[src/rtl/fp_result_sink.sv]
// Receiving end of the FP operator result stream: buffers result beats in a small
// FIFO, hands them to the consumer in order, and issues credits to the operand side.
// Optional NaN tagging is enabled by defining FP_RESULT_SINK_NAN_CHECK_EN.
module fp_result_sink #(
  parameter  int DW    = 64,
  parameter  int DEPTH = 4,
  localparam int CW    = $clog2(DEPTH + 1)
) (
  input  logic          clk,
  input  logic          rst_n,
  input  logic          s_axis_result_tvalid,
  output logic          s_axis_result_tready,
  input  logic [DW-1:0] s_axis_result_tdata,
  input  logic          issue,
  output logic          credit_ok,
  output logic          m_valid,
  input  logic          m_ready,
  output logic [DW-1:0] m_data,
  output logic [CW-1:0] inflight,
  input  logic          err_clr,
`ifdef FP_RESULT_SINK_NAN_CHECK_EN
  output logic          m_nan,
  output logic          nan_seen,
`endif
  output logic [1:0]    err
);

  localparam int AW = $clog2(DEPTH);
  localparam logic [CW-1:0] FULL_CNT = CW'(DEPTH);

  typedef enum int unsigned {
    ERR_OVERRUN     = 0,
    ERR_UNSOLICITED = 1
  } err_bit_e;

  logic [DW-1:0] mem [DEPTH];
  logic [AW-1:0] wr_ptr_q, wr_ptr_d;
  logic [AW-1:0] rd_ptr_q, rd_ptr_d;
  logic [CW-1:0] count_q, count_d;
  logic [CW-1:0] inflight_q, inflight_d;
  logic [1:0]    err_q, err_d;
  logic          push, pop;
  logic          inflight_inc, inflight_dec;
  logic [CW:0]   credit_sum;

  // Handshake status comes only from registered counters, so neither ready nor
  // credit can combinationally depend on the same-cycle valid/issue inputs.
  assign s_axis_result_tready = (count_q != FULL_CNT);
  assign m_valid              = (count_q != '0);
  assign push                 = s_axis_result_tvalid && s_axis_result_tready;
  assign pop                  = m_valid && m_ready;
  assign credit_sum           = {1'b0, inflight_q} + {1'b0, count_q};
  assign credit_ok            = (credit_sum < (CW + 1)'(DEPTH));
  assign inflight             = inflight_q;
  assign err                  = err_q;

  // An empty FIFO presents zero rather than stale RAM contents.
  assign m_data = m_valid ? mem[rd_ptr_q] : '0;

  // A return with nothing outstanding is unsolicited and leaves inflight at 0;
  // an issue beyond the credit limit saturates at DEPTH.
  assign inflight_inc = issue && (inflight_q != FULL_CNT);
  assign inflight_dec = push && (inflight_q != '0);

  always_comb begin
    wr_ptr_d   = wr_ptr_q;
    rd_ptr_d   = rd_ptr_q;
    count_d    = count_q;
    inflight_d = inflight_q;
    err_d      = err_q;

    if (push) wr_ptr_d = wr_ptr_q + 1'b1;
    if (pop)  rd_ptr_d = rd_ptr_q + 1'b1;

    if (push && !pop)      count_d = count_q + 1'b1;
    else if (!push && pop) count_d = count_q - 1'b1;

    if (issue && !push && inflight_inc)      inflight_d = inflight_q + 1'b1;
    else if (!issue && inflight_dec)         inflight_d = inflight_q - 1'b1;
    else if (issue && push && !inflight_dec) inflight_d = inflight_q + (inflight_inc ? 1'b1 : 1'b0);

    // Clear first so a coincident new event wins.
    if (err_clr) err_d = '0;
    if (issue && !credit_ok)          err_d[ERR_OVERRUN]     = 1'b1;
    if (push && (inflight_q == '0))   err_d[ERR_UNSOLICITED] = 1'b1;
  end

  // NOTE: sequential state uses non-blocking assignments so every register samples
  // pre-edge values; the combinational block above uses blocking with defaults first.
  always_ff @(posedge clk or negedge rst_n) begin
    if (!rst_n) begin
      wr_ptr_q   <= '0;
      rd_ptr_q   <= '0;
      count_q    <= '0;
      inflight_q <= '0;
      err_q      <= '0;
    end else begin
      wr_ptr_q   <= wr_ptr_d;
      rd_ptr_q   <= rd_ptr_d;
      count_q    <= count_d;
      inflight_q <= inflight_d;
      err_q      <= err_d;
    end
  end

  // NOTE: the storage array is deliberately not reset; the pointers and count
  // define which entries are valid, and m_data is masked while empty.
  always_ff @(posedge clk) begin
    if (push) mem[wr_ptr_q] <= s_axis_result_tdata;
  end

`ifdef FP_RESULT_SINK_NAN_CHECK_EN
  logic nan_mem [DEPTH];
  logic in_is_nan;
  logic nan_seen_q;

  assign in_is_nan = (&s_axis_result_tdata[62:52]) && (|s_axis_result_tdata[51:0]);
  assign m_nan     = m_valid && nan_mem[rd_ptr_q];
  assign nan_seen  = nan_seen_q;

  always_ff @(posedge clk) begin
    if (push) nan_mem[wr_ptr_q] <= in_is_nan;
  end

  always_ff @(posedge clk or negedge rst_n) begin
    if (!rst_n) begin
      nan_seen_q <= 1'b0;
    end else if (push && in_is_nan) begin
      nan_seen_q <= 1'b1;
    end else if (err_clr) begin
      nan_seen_q <= 1'b0;
    end
  end
`endif

endmodule
[config.mk]
export PLATFORM = sky130hd
export DESIGN_NAME = fp_result_sink
export DESIGN_NICKNAME = d
export VERILOG_FILES = /design/src/rtl/fp_result_sink.sv
export SDC_FILE = /design/constraint.sdc
export NUM_CORES = 1
export LEC_CHECK = 0
export CAP_MARGIN = 5
export CORE_MARGIN = 2
export CORE_UTILIZATION = 25
export DETAILED_ROUTE_END_ITERATION = 10
export MAX_ROUTING_LAYER = met4
export PLACE_DENSITY_LB_ADDON = 0.3
export SETUP_SLACK_MARGIN = 0.4
export SLEW_MARGIN = 10
export SYNTH_ARGS = -nofsm -noshare
export SYNTH_HDL_FRONTEND = slang
export SYNTH_SLANG_ARGS = --single-unit
[constraint.sdc]
create_clock -name clk -period 3.6 [get_ports clk]
set_input_delay 0.36 -clock clk [delete_from_list [all_inputs] [get_ports clk]]
set_output_delay 0.36 -clock clk [all_outputs]
set_load 0.01 [all_outputs]
==> results_dict.tcl <==
set metrics [dict create \
    status "completed" \
    tightest_slew_ns 0.638 \
    synth-seq-area-share_pct 76.4 \
    gp_congestion 0.669 \
    placed_area_mm2 0.0126 \
    vdd_drop_max_mv 0.425 \
    io_pins 142 \
    drive_above_1_share_pct 20.6 \
    clock_sinks 268 \
    cpMaxStageDelayCell "dfrtp_4" \
    cp_top_family "buffers and inverters" \
    via_per_inst 4.22 \
    cts_root_buf "clkbuf_16" \
    multi_input_area_mm2 0.00232 \
    drc 0 \
    finalSetupViolations 0 \
    final_cell_mix "edfxtp_1 (256), clkdlybuf4s50_1 (141), mux4_2 (64), and2_1 (64), clkbuf_16 (30)" \
    grt_pass1_vias 5543 \
    max-cap-violations 0 \
    crit_type "reg -> out" \
    synth_seq_cells 268 \
    finalMaxSlewViolations 0 \
    critPathArrivalTime_ns 2.55 \
    syn2layout_area_growth_pct 31.3 \
    final_common_cell "edfxtp_1" \
    min_period_over_period_pct 80.8 \
    yosys_warnings 0 \
    holdWs_ns 0.202 \
    synth_edf_count 256 \
    synth_flop_cell "edfxtp_1" \
    place_hpwl_um 13300 \
    core-area_mm2 0.0410 \
    dpl.cell_count 1142 \
    cp_max_fo 16 \
    path_cells "buf_4 > mux4_2 > and2_1 > clkdlybuf4s50_1" \
    regArea_mm2 0.00800 \
    cts.path.max_buffers 3 \
    port_buffers 141 \
    synth_area_leaders "edfxtp_1 (74%), mux4_2 (14%), and2_1 (3.8%), dfrtp_1 (2.9%), ha_1 (0.96%)" \
    grt_overflow 0 \
    ys_async_sr_fraction_pct 4.48 \
    postSynthCellCount 482 \
    hold_path.class "in -> async" \
    hold_buffers 0 \
    critical-path-max-stage-delay_ns 0.66 \
    htreeDepth 1 \
    report.final.hold_viol_count 0 \
    startpoint_type "register" \
    worst-path-buf-inv 2 \
    synth.distinct_cells 37 \
    die_w_um 209 \
    drtAntennaViolNets 0 \
    netlist_area_mm2 0.0105 \
    end_kind "primary output" \
    clock_latency_ns 0.57 \
    start_util_pct 25.5 \
    routedWlPerCell_um 18.6 \
    die_h_um 209 \
    antenna_found_initial 1 \
    yosys.area.top_type_share_pct 73.5 \
    fin_setup_tns_ns 0 \
    path_clk_slew_ns 0.06 \
    grtUsageTotal_pct 10.4 \
    vias 5079 \
    required_ns 3.24 \
    grt_pass1_wl_um 33300 \
    relSlewSlack_pct 57.3 \
    dieArea_mm2 0.0435 \
    dr.pass1.iters 4 \
    cts_made_buffers 30 \
    skew_ns 0.0144 \
    synth_area_leader_cell "edfxtp_1" \
    synth_nets 562 \
    drt-total-wl_um 22300 \
    rows 74 \
    avgSynthCellArea_um2 21.7 \
    power.leakage_nw 4.45 \
    grt_max_degree 35 \
    pwr_density_cell_mw_per_mm2 876 \
    instances_no_fill 1203 \
    timing.fmax_ghz 0.344 \
    fillerInstances 3916 \
    cts_tree "done" \
    layout_min_cycle_time_ns 2.91 \
    fin_area_mm2 0.0137 \
    final_nets 726 \
    rsz0062_at_grt "false" \
    first_iter_violations 262 \
]
sequential cells by signal (all words and copies together), names as in the netlist:
signal and count:
err 2, mem 256, rd_ptr_q 2, wr_ptr_q 2, inflight 3, count_q 3
synth_stat cells (all sizes together), types with 2 or more instances:
cell and instances:
edfxtp 256, and2 65, mux4 64, buf 14, dfrtp 12, clkbuf 10, inv 10, ha 8
and3 5, xnor2 5, nand2 4, xor2 3, a221oi 2, and4 2, fa 2, nor2 2
nor4 2, o221ai 2
worst reg2reg max path: stages, from the launching register on:
cell and delay, ns:
dfrtp_1 0.43, or3b_1 0.53, and2_4 0.27, o32a_1 0.19
ha_1 0.18, inv_1 0.06, fa_1 0.43, inv_1 0.07
o221ai_1 0.12, a221oi_2 0.23
where the power goes:
part / total (mW) / switching (mW) / internal (mW)
clock network: 3.21 / 1.22 / 1.99
logic: 4.44 / 1.97 / 2.47
registers: 4.38 / 0.249 / 4.13
routing by layer:
metal | routed length, um | up-vias | track usage (%)
li1 | - | 2282 | -
met1 | 9880 | 2630 | 13.0
met2 | 10700 | 127 | 16.7
met3 | 1220 | 40 | 2.67
met4 | 524 | 0 | 2.80
met5 | 0 | - | -
cell families (layout without fill, tap and decap cells):
logic type	count (synthesis)	in the layout	share of synthesized area, %
AND/OR/NAND/NOR	85	85	5.07
AO/OA/AOI/OAI	12	12	1.08
other	0	1	0
adder cells (fa/ha/maj)	10	10	1.34
multiplexers	65	65	13.9
buffers and inverters	34	222	1.54
flip-flops	268	268	76.4
XOR/XNOR	8	8	0.670
final cells by class:
type | count | area share, %
tap | 532 | 4.85
inverter | 10 | 0.273
clock inverter | 20 | 1.92
antenna | 1 | 0.0182
clock buffer | 36 | 5.78
timing repair buffer | 156 | 12.0
multi-input combinational | 180 | 16.9
sequential | 268 | 58.2
timing repair:
| action | 4_1_cts | 5_1_grt |
|---|---|---|
| resized for setup | 1 | 0 |
| buffers inserted | 3 | 1 |
| setup endpoints to repair | 29 | 7 |
through the flow:
step                      utilization [%]  worst slack, ns  power (mW)
after floorplan                         -             1.10        6.77
after global placement               30.7            0.840        8.92
after detailed placement             30.7            0.817        8.92
after CTS                            33.4            0.422        12.3
after global routing                 33.5            0.536        12.7
final                                33.5            0.690        12.0
worst paths after layout:
check | from | to | slack (ns) | cells past startpoint
worst max register to register | count_q[1] | inflight[1] | 1.01 | 9
worst min-delay path | rst_n | rd_ptr_q[0] | 0.20 | 1
min in group clk | s_axis_result_tdata[43] | mem[2][43] | 0.43 | 1
max in group asynchronous | rst_n | rd_ptr_q[1] | 2.93 | 1
worst min register to register | err[0] | err[0] | 0.50 | 1
worst max-delay path | rd_ptr_q[1] | m_data[45] | 0.69 | 4
(Power assumes the default switching activity.)
==> patch 1, RTL diff (same flow settings) <==
Add a define of `FP_RESULT_SINK_NAN_CHECK_EN`.
--- a/src/rtl/fp_result_sink.sv
+++ b/src/rtl/fp_result_sink.sv
@@ -3,2 +3,4 @@
 // Optional NaN tagging is enabled by defining FP_RESULT_SINK_NAN_CHECK_EN.
+`define FP_RESULT_SINK_NAN_CHECK_EN
+
 module fp_result_sink #(
Function (old outputs only; new: m_nan and nan_seen): no difference found for any inputs over 4 cycles, from zero or initial values and one cycle with rst_n low; that may be too few to reach the edited logic, so the function may still have changed.
==> patch 1 against the unedited design <==
Area after synthesis is 3.3% higher. Maximum frequency is 1.9% lower. First-iteration DRC count is 23% higher. Via count is 8.5% higher. Sequential cell count is 5 higher. Clock skew is 0.015 ns higher. Final area is 2.9% higher. Total power is 0.27% higher. Utilization is 0.54 points lower. Setup slack worse by 0.055 ns. Wire length is 15% higher. Worst hold slack worse by 0.016 ns. Critical endpoint is now m_data[43]. Largest power group unchanged. Highest routed layer unchanged.
==> patch 1: results <==
metrics = {
    "status": {
        "status": "completed",
    },
    "synth": {
        "synthesis.nets": 596,
        "synth_area_leaders": "edfxtp_1 (72%), mux4_2 (14%), and2_1 (3.8%)",
        "synth_edf_count": 260,
        "ys_async_sr_fraction_pct": 4.762,
        "yosysUniqueCellTypes": 40,
        "synth-seq-area-share_pct": 75.32,
    },
    "pwr": {
        "pwr-share-clk_pct": 25.0,
        "switchingPower_mw": 3.562,
        "peakVddDrop_mv": 0.3464,
        "internal-power_mw": 8.503,
        "p_comb_share_pct": 38.0,
        "leakagePower_nw": 4.545,
    },
    "worst_hold_path": {
        "hp-class": "input port to async pin",
    },
    "setup_path": {
        "cpPeakStageDelay_ns": 0.63,
        "cp-endpoint": "m_data[43]",
        "crit_arrival_ns": 2.61,
        "reg2reg_depth": 10,
        "reg2reg_setup_slack_ns": 0.96,
        "r2r_end": "inflight[1]",
    },
    "clock_network": {
        "cts_buffers": 31,
        "cts_root_buf": "clkbuf_16",
        "cts.clk_slew.worst_paths_ns": 0.06,
    },
    "final_layout": {
        "n_fill_cell": 4125,
        "drive_gt1_share_pct": 20.34,
        "fin_nets": 770,
    },
    "global_routing": {
        "grt_pass1_vias": 5970,
        "grt_max_degree": 41,
        "grt_use_total_pct": 11.88,
        "use_met2_pct": 18.83,
        "grt_pass1_wl_um": 38320,
        "use_met1_pct": 15.64,
        "grt_util_met3_pct": 2.359,
    },
    "placement": {
        "place_congestion": 0.7066,
        "dp_hpwl_um": 15220,
        "pre_cts_slack_ns": 0.3404,
    },
    "drt": {
        "drt_iter0_drc": 322,
        "via_per_inst": 4.242,
        "wl_per_cell_um": 19.81,
    },
    "timing": {
        "finClkSkew_ns": 0.02949,
        "tightestPinTransition_ns": 1.018,
        "min_period_over_period_pct": 82.37,
        "holdWs_ns": 0.1858,
    },
}
[patch 1: cell types whose count changed in the layout (fill, tap and decap cells not counted), moves of 4 or more]
| cell | unedited run | this run |
|---|---|---|
| buf_4 | 5 | 13 |
| edfxtp_1 | 256 | 260 |
| nand4_1 | 0 | 6 |
| nor4_1 | 2 | 15 |
[patch 1: timing repair]
| item | CTS | global route |
|---|---|---|
| setup buffers | 2 | 8 |
| gates resized for setup | 1 | 0 |
| endpoints found under the setup margin | 50 | 19 |
| cloned | 0 | 0 |
[patch 1: final cells by class]
| cell class | instances | area (um^2) | share of cell area, % |
|---|---|---|---|
| clock inverters | 20 | 176.4 | 1.249 |
| inverters | 10 | 42.54 | 0.3011 |
| diodes | 1 | 2.502 | 0.01771 |
| clock buffers | 36 | 794.5 | 5.624 |
| flip-flops and latches | 273 | 8140 | 57.62 |
| repair buffers | 166 | 1737 | 12.29 |
| multi-input cells | 208 | 2502 | 17.71 |
| well taps | 585 | 732.0 | 5.181 |
[patch 1: cells by family (layout without fill, tap and decap cells)]
logic type	count (synthesis)	count (layout)	synth area share [%]
AO/OA/AOI/OAI	13	13	0.9386
other	0	1	0
adder cells (fa/ha/maj)	10	10	1.298
flip-flops	273	273	75.32
XOR/XNOR	8	8	0.6489
multiplexers	66	66	13.66
buffers and inverters	35	232	1.680
AND/OR/NAND/NOR	111	111	6.454
[patch 1: per-stage QoR]
stage	instance area, um^2	instances
floorplan	10800	516
finish	14130	1299
global route	14130	1299
detailed placement	13040	1232
CTS	14060	1290
global placement	13040	1232
[patch 1: routing by layer]
metal	vias to the layer above	share of wire [%]
met5	-	0
met1	2891	46
li1	2463	-
met4	0	1.9
met2	117	47
met3	40	4.9
==> patch 2, RTL diff (config.mk and constraints unchanged) <==
Without the edit above. Register the output `credit_ok`, without a reset; this adds one clock of latency there. The other outputs are not delayed to match.
--- a/src/rtl/fp_result_sink.sv
+++ b/src/rtl/fp_result_sink.sv
@@ -35,2 +35,4 @@
 
+  logic credit_ok_d;
+
   logic [DW-1:0] mem [DEPTH];
@@ -52,3 +54,3 @@
   assign credit_sum           = {1'b0, inflight_q} + {1'b0, count_q};
-  assign credit_ok            = (credit_sum < (CW + 1)'(DEPTH));
+  assign credit_ok_d          = (credit_sum < (CW + 1)'(DEPTH));
   assign inflight             = inflight_q;
@@ -83,3 +85,3 @@
     if (err_clr) err_d = '0;
-    if (issue && !credit_ok)          err_d[ERR_OVERRUN]     = 1'b1;
+    if (issue && !credit_ok_d)          err_d[ERR_OVERRUN]     = 1'b1;
     if (push && (inflight_q == '0))   err_d[ERR_UNSOLICITED] = 1'b1;
@@ -135,2 +137,6 @@
 
+  always_ff @(posedge clk) begin
+    credit_ok <= credit_ok_d;
+  end
+
 endmodule
Behaviour: not the same (Yosys sat finds a counterexample within 4 cycles, from zero or initial values and one cycle with rst_n low).
==> patch 2 against the unedited design <==
Critical path depth unchanged. Maximum frequency decreased by 3.9%. Die area grew 0.19%. Wire length rose by 1.8%. Largest power group is now sequential cells. Sequential power grew 2%. Utilization is 0.31 points lower. Highest routed layer unchanged. Setup slack worse by 0.12 ns. Synthesized cell count increased by 0.21%. Total power shrank 2.0%. Final area fell by 0.69%. Area after synthesis rose by 0.19%. Register-to-register slack lost 0.02 ns. Sequential cell count grew 1.
==> patch 2: results <==
metrics = {
    "synth": {
        "synth_area_leaders": "edfxtp_1 (73%), mux4_2 (14%), and2_1 (3.8%)",
        "ys_async_sr_fraction_pct": 4.461,
        "yosys_most_used_dff": "edfxtp_1",
        "synthTopCellsByCount": "edfxtp_1 (256), and2_1 (64), mux4_2 (64)",
        "yosysUniqueCellTypes": 38,
        "yosysWarnings": 0,
        "synth_edf_count": 256,
        "synthesis.nets": 563,
        "synth-seq-area-share_pct": 76.45,
    },
    "global_routing": {
        "grt_use_total_pct": 10.79,
        "grt_max_degree": 36,
        "grt_pass1_vias": 5651,
        "antenna_found_initial": 0,
        "grt_pass1_wl_um": 34870,
    },
    "setup_path": {
        "crit_arrival_ns": 2.67,
        "cp_top_family": "buffers and inverters",
        "critPathMaxFanout": 14,
        "crit_slowest_cell": "dfrtp_4",
        "cpPeakStageDelay_ns": 0.67,
    },
    "final_layout": {
        "diodes": 0,
        "fin_nets": 729,
        "drive_gt1_share_pct": 19.97,
        "largest_register": "mem",
        "largest_reg_flops": 256,
    },
    "pwr": {
        "leakagePower_nw": 4.414,
        "peakVddDrop_mv": 0.4176,
    },
    "timing": {
        "relSlewSlack_pct": 60.85,
        "finClkSkew_ns": 0.008985,
    },
    "clock_network": {
        "clk-insertion-delay-late_ns": 0.55,
        "ctsLongestPathBuffers": 3,
        "cts.clk_slew.worst_paths_ns": 0.06,
        "htreeDepth": 1,
        "cts_root_buf": "clkbuf_16",
        "cts_buffers": 31,
    },
    "worst_hold_path": {
        "hp-class": "input port to async pin",
    },
    "placement": {
        "pre_cts_slack_ns": 0.8278,
        "dp_hpwl_um": 13580,
        "port_buffers": 141,
        "post_dp_cell_area_mm2": 0.01265,
        "place_congestion": 0.6625,
    },
    "drt": {
        "wl_per_cell_um": 18.90,
        "via_per_inst": 4.236,
        "drt_iter0_drc": 182,
        "drt-pass1-iter-count": 4,
    },
    "status": {
        "status": "completed",
    },
}
## patch 2: cell count changes after synthesis
cell / change
dfxtp_1: +1
## patch 2: kinds of logic (layout without fill, tap and decap cells)
group | after synthesis | in the layout | synth area share (%)
flip-flops | 269 | 269 | 76.45
AO/OA/AOI/OAI | 12 | 12 | 1.075
buffers and inverters | 34 | 222 | 1.541
adder cells (fa/ha/maj) | 10 | 10 | 1.338
XOR/XNOR | 8 | 8 | 0.6689
multiplexers | 65 | 65 | 13.87
AND/OR/NAND/NOR | 85 | 85 | 5.065
## patch 2: final timing paths
path / slack (ns) / endpoint / depth (start not counted) / start
min in group clk: 0.43 / err[0] / 3 / err_clr
max: 0.57 / m_data[36] / 4 / rd_ptr_q[0]
max reg2reg: 0.99 / inflight[1] / 9 / count_q[1]
min reg2reg: 0.50 / err[0] / 1 / err[0]
max in group asynchronous: 2.98 / rd_ptr_q[1] / 1 / rst_n
min: 0.18 / wr_ptr_q[1] / 1 / rst_n
## patch 2: layout make-up
| class | instances | area [um^2] |
|---|---|---|
| Inverter | 10 | 37.54 |
| Timing Repair Buffer | 157 | 1632 |
| Clock inverter | 18 | 167.7 |
| Fill cell | 3986 | 27470 |
| Sequential cell | 269 | 8015 |
| Tap cell | 532 | 665.6 |
| Multi-Input combinational cell | 180 | 2321 |
| Clock buffer | 37 | 798.3 |
## patch 2: metal layers
metal  track usage (%)  share of wire, %  vias to the layer above
met4             3.350               2.6                        0
met1             13.35                43                     2652
met3             1.833               3.8                       46
met2             18.10                50                      112
met5                 -                 0                        -
li1                  -                 -                     2286
## patch 2: through the flow
stage	total power, mW	std cells	util, %	hold WS (ns)
finish	11.79	1203	33.17	0.1783
global route	12.47	1203	33.17	0.2056
CTS	12.10	1203	33.17	0.1777
detailed placement	8.969	1147	30.77	0.4970
global placement	8.962	1147	30.77	0.4840
floorplan	6.784	483	-	0.06441
## patch 2: where the power goes
part | switching [mW] | total (mW) | internal [mW] | leakage [nW]
clock network | 1.22 | 3.00 | 1.78 | 0.473
registers | 0.324 | 4.47 | 4.15 | 2.50
logic | 1.89 | 4.33 | 2.44 | 1.45
## patch 2: timing repair
item                       4_1_cts  5_1_grt
hold buffers                     0        0
gates resized for setup          0        0
buffers inserted                 1        0
setup endpoints to repair       44        0
